## src/rtl/vga_pixel_fifo.sv

```systemverilog
// Elastic pixel buffer between a bursty renderer and the fixed-rate VGA raster.
// One pixel popped per active-video cycle; underflow flagged and counted per frame.
module vga_pixel_fifo #(
    parameter int                DATA_W   = 16,
    parameter int                DEPTH    = 16,
    parameter int                ADDR_W   = 4,
    parameter logic [DATA_W-1:0] BG_COLOR = '0
) (
    input  logic              pixel_clk,
    input  logic              reset,
    input  logic              frame_start,
    input  logic              pix_req,
    input  logic              wr_valid,
    input  logic [DATA_W-1:0] wr_data,
    output logic              wr_ready,
    output logic [DATA_W-1:0] color_data,
    output logic [ADDR_W:0]   level,
    output logic              underflow,
    output logic [7:0]        uf_count
);

    typedef enum logic {
        IDLE,
        RUN
    } state_e;

    localparam logic [ADDR_W:0] FULL_LVL = (ADDR_W + 1)'(DEPTH);

    state_e            state_q, state_d;
    logic [ADDR_W-1:0] wr_ptr_q, wr_ptr_d;
    logic [ADDR_W-1:0] rd_ptr_q, rd_ptr_d;
    logic [ADDR_W:0]   level_q, level_d;
    logic [DATA_W-1:0] color_q, color_d;
    logic              uf_q, uf_d;
    logic [7:0]        cnt_q, cnt_d;
    logic [DATA_W-1:0] mem [DEPTH];

    logic active;
    logic push;
    logic pop;
    logic starve;

    // A frame_start cycle discards any transfer, so it gates both sides.
    assign active   = (state_q == RUN) && !frame_start;
    assign wr_ready = active && (level_q != FULL_LVL);
    assign push     = wr_valid && wr_ready;
    assign pop      = active && pix_req && (level_q != '0);
    assign starve   = active && pix_req && (level_q == '0);

    always_comb begin
        state_d  = state_q;
        wr_ptr_d = wr_ptr_q;
        rd_ptr_d = rd_ptr_q;
        level_d  = level_q;
        color_d  = BG_COLOR;
        uf_d     = uf_q;
        cnt_d    = cnt_q;

        if (frame_start) begin
            state_d  = RUN;
            wr_ptr_d = '0;
            rd_ptr_d = '0;
            level_d  = '0;
            uf_d     = 1'b0;
            cnt_d    = '0;
        end else begin
            if (push) begin
                wr_ptr_d = wr_ptr_q + 1'b1;
            end
            if (pop) begin
                rd_ptr_d = rd_ptr_q + 1'b1;
                color_d  = mem[rd_ptr_q];
            end
            if (push && !pop) begin
                level_d = level_q + 1'b1;
            end else if (pop && !push) begin
                level_d = level_q - 1'b1;
            end
            if (starve) begin
                uf_d = 1'b1;
                if (cnt_q != 8'hFF) begin
                    cnt_d = cnt_q + 1'b1;
                end
            end
        end
    end

    always_ff @(posedge pixel_clk or negedge reset) begin
        if (!reset) begin
            state_q  <= IDLE;
            wr_ptr_q <= '0;
            rd_ptr_q <= '0;
            level_q  <= '0;
            color_q  <= BG_COLOR;
            uf_q     <= 1'b0;
            cnt_q    <= '0;
        end else begin
            state_q  <= state_d;
            wr_ptr_q <= wr_ptr_d;
            rd_ptr_q <= rd_ptr_d;
            level_q  <= level_d;
            color_q  <= color_d;
            uf_q     <= uf_d;
            cnt_q    <= cnt_d;
        end
    end

    // Pixel storage carries no reset; only pointer-qualified entries are read.
    always_ff @(posedge pixel_clk) begin
        if (push) begin
            mem[wr_ptr_q] <= wr_data;
        end
    end

    assign color_data = color_q;
    assign level      = level_q;
    assign underflow  = uf_q;
    assign uf_count   = cnt_q;

endmodule

```

## config.mk

```make
export PLATFORM = sky130hd
export DESIGN_NAME = vga_pixel_fifo
export DESIGN_NICKNAME = d
export VERILOG_FILES = /design/src/rtl/vga_pixel_fifo.sv
export SDC_FILE = /design/constraint.sdc
export NUM_CORES = 1
export LEC_CHECK = 0
export BUFFER_PORTS_ARGS = -buffer_cell sky130_fd_sc_hd__buf_2
export CORE_MARGIN = 10
export CORE_UTILIZATION = 44
export DETAILED_ROUTE_END_ITERATION = 12
export PLACE_DENSITY = 0.67
export RECOVER_POWER = 100
export SYNTH_ARGS = -nofsm -noshare
export SYNTH_HDL_FRONTEND = slang
export SYNTH_SLANG_ARGS = --single-unit
```

## constraint.sdc

```tcl
create_clock -name pixel_clk -period 4.1 [get_ports pixel_clk]
set_input_delay 1.23 -clock pixel_clk [delete_from_list [all_inputs] [get_ports pixel_clk]]
set_output_delay 1.23 -clock pixel_clk [all_outputs]
set_load 0.05 [all_outputs]
```

==> results of run 1 <==
worst min-delay path, delay by kind of cell (launching register included):
kind | cells | cell delay [ns]
flip-flops | 1 | 0.34
AND/OR/NAND/NOR | 2 | 0.12
cells by family (layout without fill, tap and decap cells):
group                    count (synthesis)  count (layout)  synth area share [%]
multiplexers                           101             101                  15.8
buffers and inverters                   34             143                  1.22
AO/OA/AOI/OAI                           33              33                  2.02
XOR/XNOR                                15              15                  1.14
flip-flops                             295             295                  75.3
adder cells (fa/ha/maj)                 11              11                  1.26
AND/OR/NAND/NOR                         76              76                  3.25
power by group through the flow:
stage | clock (mW) | sequential, mW | combinational [mW]
after floorplan | 0 | 3.65 | 0.521
after global placement | 0 | 3.53 | 0.879
after detailed placement | 0 | 3.53 | 0.905
after CTS | 2.95 | 3.47 | 0.908
after global routing | 3.06 | 3.49 | 0.936
final | 2.89 | 3.47 | 0.859
cell type report:
type	instances	area (um2)
Clock buffer	34	774
Clock inverter	20	292
Fill cell	2055	12700
Inverter	8	30.0
Multi-Input combinational cell	236	2670
Sequential cell	295	8670
Tap cell	335	419
Timing Repair Buffer	81	323
registers in the layout, indices dropped and copies added, names as in the netlist:
signal      count
wr_ptr_q        4
rd_ptr_q        4
underflow       1
mem           256
state_q         1
color_data     16
level           5
uf_count        8
cell usage after synthesis, types with 5 or more instances:
cell type / count
nor2_1: 27
and2_1: 8
inv_1: 8
edfxtp_1: 256
a21oi_1: 6
o22ai_1: 16
nand4_1: 5
xor2_1: 10
xnor2_1: 5
nand2_1: 11
dfrtp_1: 39
mux2i_1: 37
buf_1: 6
clkbuf_1: 10
mux4_2: 64
buf_2: 8
nor3_1: 7
ha_1: 10
metrics by stage:
step | setup WS (ns) | instance area [um2] | utilization [%]
final | 0.505 | 13200 | 50.9
after global routing | 0.370 | 13200 | 50.9
after CTS | 0.732 | 13400 | 51.6
after detailed placement | 0.622 | 12300 | 47.5
after global placement | 0.716 | 12300 | 47.5
after floorplan | 0.342 | 11500 | -
placed cells by master, fill, tap and decap left out, types with 5 or more instances in the layout:
cell type,n
nand2_1,11
nand4_1,5
o22ai_1,16
inv_1,8
dfrtp_1,36
clkinv_2,9
edfxtp_1,256
and2_0,6
ha_1,10
nor2_1,27
mux4_2,64
bufinv_16,7
mux2i_1,37
clkbuf_1,76
clkbuf_16,29
xor2_1,10
nor3_1,7
xnor2_1,5
a21oi_1,6
layer usage:
metal  GRT usage (%)  up-vias  share of wire (%)
met5               0        -                  0
met1            17.7     3004                 42
met3            2.43       24                4.8
met4            3.06        0                1.3
met2            24.2      121                 52
li1                -     2462                  -
path summary, 6_finish.rpt:
| kind | from | to | cells after the start |
|---|---|---|---|
| max in group asynchronous | reset | color_data[14]$_DFF_PN0_ | 2 |
| min in group asynchronous | reset | color_data[4]$_DFF_PN0_ | 1 |
| hold / removal | underflow$_DFFE_PN0P_ | underflow$_DFFE_PN0P_ | 2 |
| hold reg to reg | underflow$_DFFE_PN0P_ | underflow$_DFFE_PN0P_ | 2 |
| setup / recovery | frame_start | wr_ready | 4 |
| setup reg to reg | level[1]$_DFFE_PN0P_ | uf_count[6]$_DFFE_PN0P_ | 5 |
==> summary.md, run 1 <==
| Metric | Value |
|---|---|
| IO Pins | 52 |
| CP arrival | between 2 and 2.5 ns |
| Fin nets | 683 |
| Number of diodes | 0 |
| Fin crit period | 3.59 ns |
| Final Hold Fails | 0 |
| Vias in the first global route | 5991 |
| CP Cell Sequence | buf_2 -> nand2b_1 -> a21oi_1 -> clkbuf_1 |
| Pre-Repair DR Iteration Count | 5 |
| Area leader, netlist | edfxtp_1 |
| Vias per cell | 5.56 |
| Slowest-stage cell, CP | clkbuf_1 |
| Core ar. | 25900 um2 |
| Largest net degree at the start of global routing | 42 |
| Root buffer cell | clkbuf_16 |
| H-Tree Level Count | 1 |
| CTS tree | built |
| Final setup vio count | 0 |
| IO Port Bufs | 51 |
| R2R setup slack | 0.99 ns |
| Post CTS Setup Buffer Count | 0 |
| CTS Buf Count | 29 |
| Sequential power share | 48.1% |
| Routed Antenna Nets | 0 |
| Flops & latches, synth | between 200 and 300 |
| Clock buffer depth | 3 |
| Setup TNS | 0 ns |
| Share of cells above drive strength 1 | 18.7% |
| Worst min path class | flip-flop to flip-flop |
| Initial antenna violation count | 0 |
| GPL Wtd Cong | 0.801 |
| Internal Pwr Total | ~5.4 mW |
| Worst rel slew slack | -16.3% |
| P_leak | about 4.3 nW |
| Power Total | between 7 and 8 mW |
| CP delay by family, top | buffers and inverters |
| Remaining DRCs | 0 |
| Maximum VDD drop | 0.373 mV |
| Grt total ovfl | 0 |
| Num rows | 59 |
| PD cells | roughly 550 nW/um2 |
| Syn. warnings | 0 |
| Top post-synthesis cells by area | edfxtp_1 (67%), mux4_2 (13%), dfrtp_1 (8.5%) |
| Worst slew pin tran | between 1.5 and 2 ns |
| CP Buf/Inv Count | 2 |
| # hold bufs at CTS | 0 |
| Wire length per cell | 22.8 um |
| Die area | about 33000 um2 |
| Routed WL | approximately 23000 um |
| Die X | approximately 180 um |
| Sw frac | 24.6% |
| FFs w/ async S/R, synth | 13.2% |
| Ys flop type | edfxtp_1 |
| P_sw | roughly 1.8 mW |
| Fin cells | 1009 |
| Via count | 5611 |
| Netlist Area Pre-Place | 11500 um2 |
| Worst Path Required | 2.87 ns |
| Crit Path Category | input pin to primary output |
| Max Cap Viol | 2 |
| HPWL after DPL | 14300 um |
| RSZ-0062 raised after global routing | no |
| Max Slew Vio Count | 36 |
| Post-Route Skew | 0.0248 ns |
| Post-CTS sizing | 0 |
| Global-route wire length before repair | ~36000 um |
| Number of enable flip-flop cells after synthesis | 256 |
| CP Launch Type | input pin |
| # placed instances | 955 |
| Slowest stage delay, CP | 0.50 ns |
| Initial core utilization | 44.4% |
| Mapped Avg Cell Area | 20.4 um2 |
| Initial detailed-routing violation count | 469 |
| Yosys top cell area share | between 60% and 70% |
| Clock power frac | 40.0% |
| Status | complete, but fails checks |
| Synth Instances | 565 |
| Unique cell type count in the Yosys netlist | 39 |
| Failing checks | capacitance limit, slew limit |
| Skew-Pair Late Insertion Delay | 0.56 ns |
| Die H | 182 um |
| Clk sink count | approximately 300 |
| Combinational Power Share | 11.9% |
| Gr usage total | between 10% and 20% |
| Highest clock rate | roughly 280 MHz |
| Final worst-path cycle share | 87.7% |
| Sequential cell area fraction in the yosys report | 75.3% |
| Layout area overhead | 14.6% |
| Worst Setup End Kind | primary output |
| Clk pin slew, worst setup/hold paths | approximately 0.060 ns |
| Mapped Nets | 597 |
| Critical path peak fanout | 25 |
| Final hold slack | just over 0.5 ns |
(Power assumes the default switching activity.)
==> inputs of run 2 (changes only) <==
PLACE_DENSITY = unset   (was 0.67)
==> run 2 against run 1 <==
Against the previous run:
- the flow still finishes with violations (capacitance limit, slew limit)
- setup slack worse by 0.032 ns
- register-to-register slack worse by 0.39 ns
- via count is 0.86% higher
- sequential power hardly changed
- global-route usage is 0.74 points higher
- core utilization is 0.17 points lower
- routed wire length is 6.1% higher
- clock skew is 0.0040 ns lower
==> summary.md, run 2 (synthesized netlist as in run 1, its figures left out) <==
| Metric | Value |
|---|---|
| PD cells | 528 nW/um2 (was 548 nW/um2) |
| Initial core utilization | 44.4% (unchanged) |
| CP delay by family, top | buffers and inverters (unchanged) |
| GPL Wtd Cong | 0.805 (was 0.801) |
| Failing checks | capacitance limit, slew limit (unchanged) |
| Via count | 5659 (was 5611) |
| Final Hold Fails | 0 (unchanged) |
| CTS tree | built (unchanged) |
| Remaining DRCs | 0 (unchanged) |
| Worst Path Required | 2.87 ns (about the same) |
| Post-CTS sizing | 0 (unchanged) |
| Global-route wire length before repair | 37400 um (was 35900 um) |
| Most common cell after layout, fill and taps aside | edfxtp_1 (unchanged) |
| P_leak | 4.21 nW (was 4.25 nW) |
| Die area | 33000 um2 (unchanged) |
| Post CTS Setup Buffer Count | 0 (unchanged) |
| Worst slew pin tran | 2.46 ns (was 1.74 ns) |
| Core ar. | 25900 um2 (unchanged) |
| Pre-Repair DR Iteration Count | 4 (was 5) |
| Fin nets | 691 (was 683) |
| Max Slew Vio Count | 49 (was 36) |
| IO Pins | 52 (unchanged) |
| Largest net degree at the start of global routing | 47 (was 42) |
| Die X | 182 um (unchanged) |
| IO Port Bufs | 51 (unchanged) |
| Commonest non-fill, non-tap cells in the layout | edfxtp_1 (256), clkbuf_1 (86), mux4_2 (64), mux2i_1 (37), dfrtp_1 (36) (was edfxtp_1 (256), clkbuf_1 (76), mux4_2 (64), mux2i_1 (37), dfrtp_1 (36)) |
| # hold bufs at CTS | 0 (unchanged) |
| Filler cells | 2114 (was 2055) |
| Highest clock rate | 276 MHz (was 278 MHz) |
| Most flops, register | mem (unchanged) |
| Final hold slack | 0.519 ns (was 0.504 ns) |
| CP Launch Type | input pin (unchanged) |
| Worst Hold Depth | 2 (unchanged) |
| Initial detailed-routing violation count | 476 (was 469) |
| Slowest stage delay, CP | 0.53 ns (was 0.50 ns) |
| Number of diodes | 0 (unchanged) |
| Clk pin slew, worst setup/hold paths | 0.06 ns (about the same) |
| Crit Path Category | input pin to primary output (unchanged) |
| Critical path peak fanout | 25 (unchanged) |
| Max reg flops | 256 (unchanged) |
| Reg2reg path depth | 5 (unchanged) |
| Wire length per cell | 24.0 um (was 22.8 um) |
| Routed Antenna Nets | 0 (unchanged) |
| Layout area overhead | 14.2% (was 14.6%) |
| Critical Path Stages | 4 (unchanged) |
| HPWL after DPL | 14900 um (was 14300 um) |
| Setup TNS | 0 ns (unchanged) |
| Worst rel slew slack | -63.7% (was -16.3%) |
| Final worst-path cycle share | 88.5% (was 87.7%) |
| Slowest-stage cell, CP | clkbuf_1 (unchanged) |
| Fin crit period | 3.63 ns (was 3.59 ns) |
| H-Tree Level Count | 1 (unchanged) |
| CP arrival | 2.40 ns (was 2.36 ns) |
| Worst Setup End Kind | primary output (unchanged) |
| Initial antenna violation count | 0 (unchanged) |
| Vias per cell | 5.56 (about the same) |
| Vias in the first global route | 6168 (was 5991) |
| Clock buffer depth | 3 (unchanged) |
| Num rows | 59 (unchanged) |
| Share of cells above drive strength 1 | 18.2% (was 18.7%) |
| Grt total ovfl | 0 (unchanged) |
| Root buffer cell | clkbuf_16 (unchanged) |
| Final setup vio count | 0 (unchanged) |
| Max Cap Viol | 2 (unchanged) |
| Clk sink count | 295 (unchanged) |
| Maximum VDD drop | 0.322 mV (was 0.373 mV) |
| Worst min path class | flip-flop to flip-flop (unchanged) |
| Post-Route Skew | 0.0208 ns (was 0.0248 ns) |
| Routed WL | 24400 um (was 23000 um) |
| Gr usage total | 14.6% (was 13.9%) |
| Skew-Pair Late Insertion Delay | 0.55 ns (was 0.56 ns) |
| RSZ-0062 raised after global routing | no (unchanged) |
| CTS Buf Count | 31 (was 29) |
| Die H | 182 um (unchanged) |
| CP Buf/Inv Count | 2 (unchanged) |
| CP Cell Sequence | buf_2 -> nand2b_1 -> a21oi_1 -> clkbuf_1 (unchanged) |
| Status | complete, but fails checks (unchanged) |
| R2R setup slack | 0.60 ns (was 0.99 ns) |
run 2: cell types whose count changed in the layout (fill, tap and decap cells not counted), moves of 2 or more:
cell	delta
buf_12	+3
bufinv_16	-7
clkbuf_1	+10
clkbuf_16	+2
clkbuf_8	+3
clkinv_2	-4
clkinvlp_4	+2
run 2: where the power goes:
part | switching [mW] | leakage, nW | internal (mW)
Clock | 1.09 | 0.465 | 1.50
Sequential | 0.103 | 2.83 | 3.35
Combinational | 0.599 | 0.918 | 0.294
run 2: through the flow:
| stage | cells | power (mW) | cell area, um2 | setup slack, ns | util, % |
|---|---|---|---|---|---|
| final | 1018 | 6.93 | 13100 | 0.474 | 50.7 |
| after global routing | 1018 | 7.21 | 13100 | 0.322 | 50.7 |
| after CTS | 1018 | 7.05 | 13400 | 0.714 | 51.6 |
| after detailed placement | 961 | 4.46 | 12400 | 0.648 | 47.9 |
| after global placement | 961 | 4.43 | 12400 | 0.686 | 47.9 |
| after floorplan | 565 | 4.18 | 11500 | 0.342 | - |
run 2: final timing paths:
check                                       from                 endpoint
min                        underflow$_DFFE_PN0P_    underflow$_DFFE_PN0P_
min in group asynchronous                  reset  uf_count[7]$_DFFE_PN0P_
max reg2reg                 level[0]$_DFFE_PN0P_  uf_count[7]$_DFFE_PN0P_
max                                  frame_start                 wr_ready
max in group asynchronous                  reset  rd_ptr_q[1]$_DFFE_PN0P_
min reg2reg                underflow$_DFFE_PN0P_    underflow$_DFFE_PN0P_
run 2: final cells by class:
class	instances	area (um2)	area share, %
Sequential cell	295	8670	66.0
Multi-Input combinational cell	236	2670	20.3
Inverter	8	30.0	0.229
Timing Repair Buffer	87	394	3.00
Clock inverter	11	60.1	0.457
Clock buffer	46	892	6.79
Tap cell	335	419	3.19
run 2: worst register-to-register path, cell delays in order (launching register included):
cell       delay (ns)
dfrtp_1          0.46
or4_1            0.66
a2111oi_0        1.67
nand3_1          0.29
xor2_1           0.24
nor2_1           0.05
run 2: layer usage:
layer	GRT usage (%)	vias up	wire [um]
met3	2.68	39	1390
li1	-	2471	-
met2	24.3	143	12100
met4	4.72	0	641
met5	0	-	0
met1	19.0	3006	10200
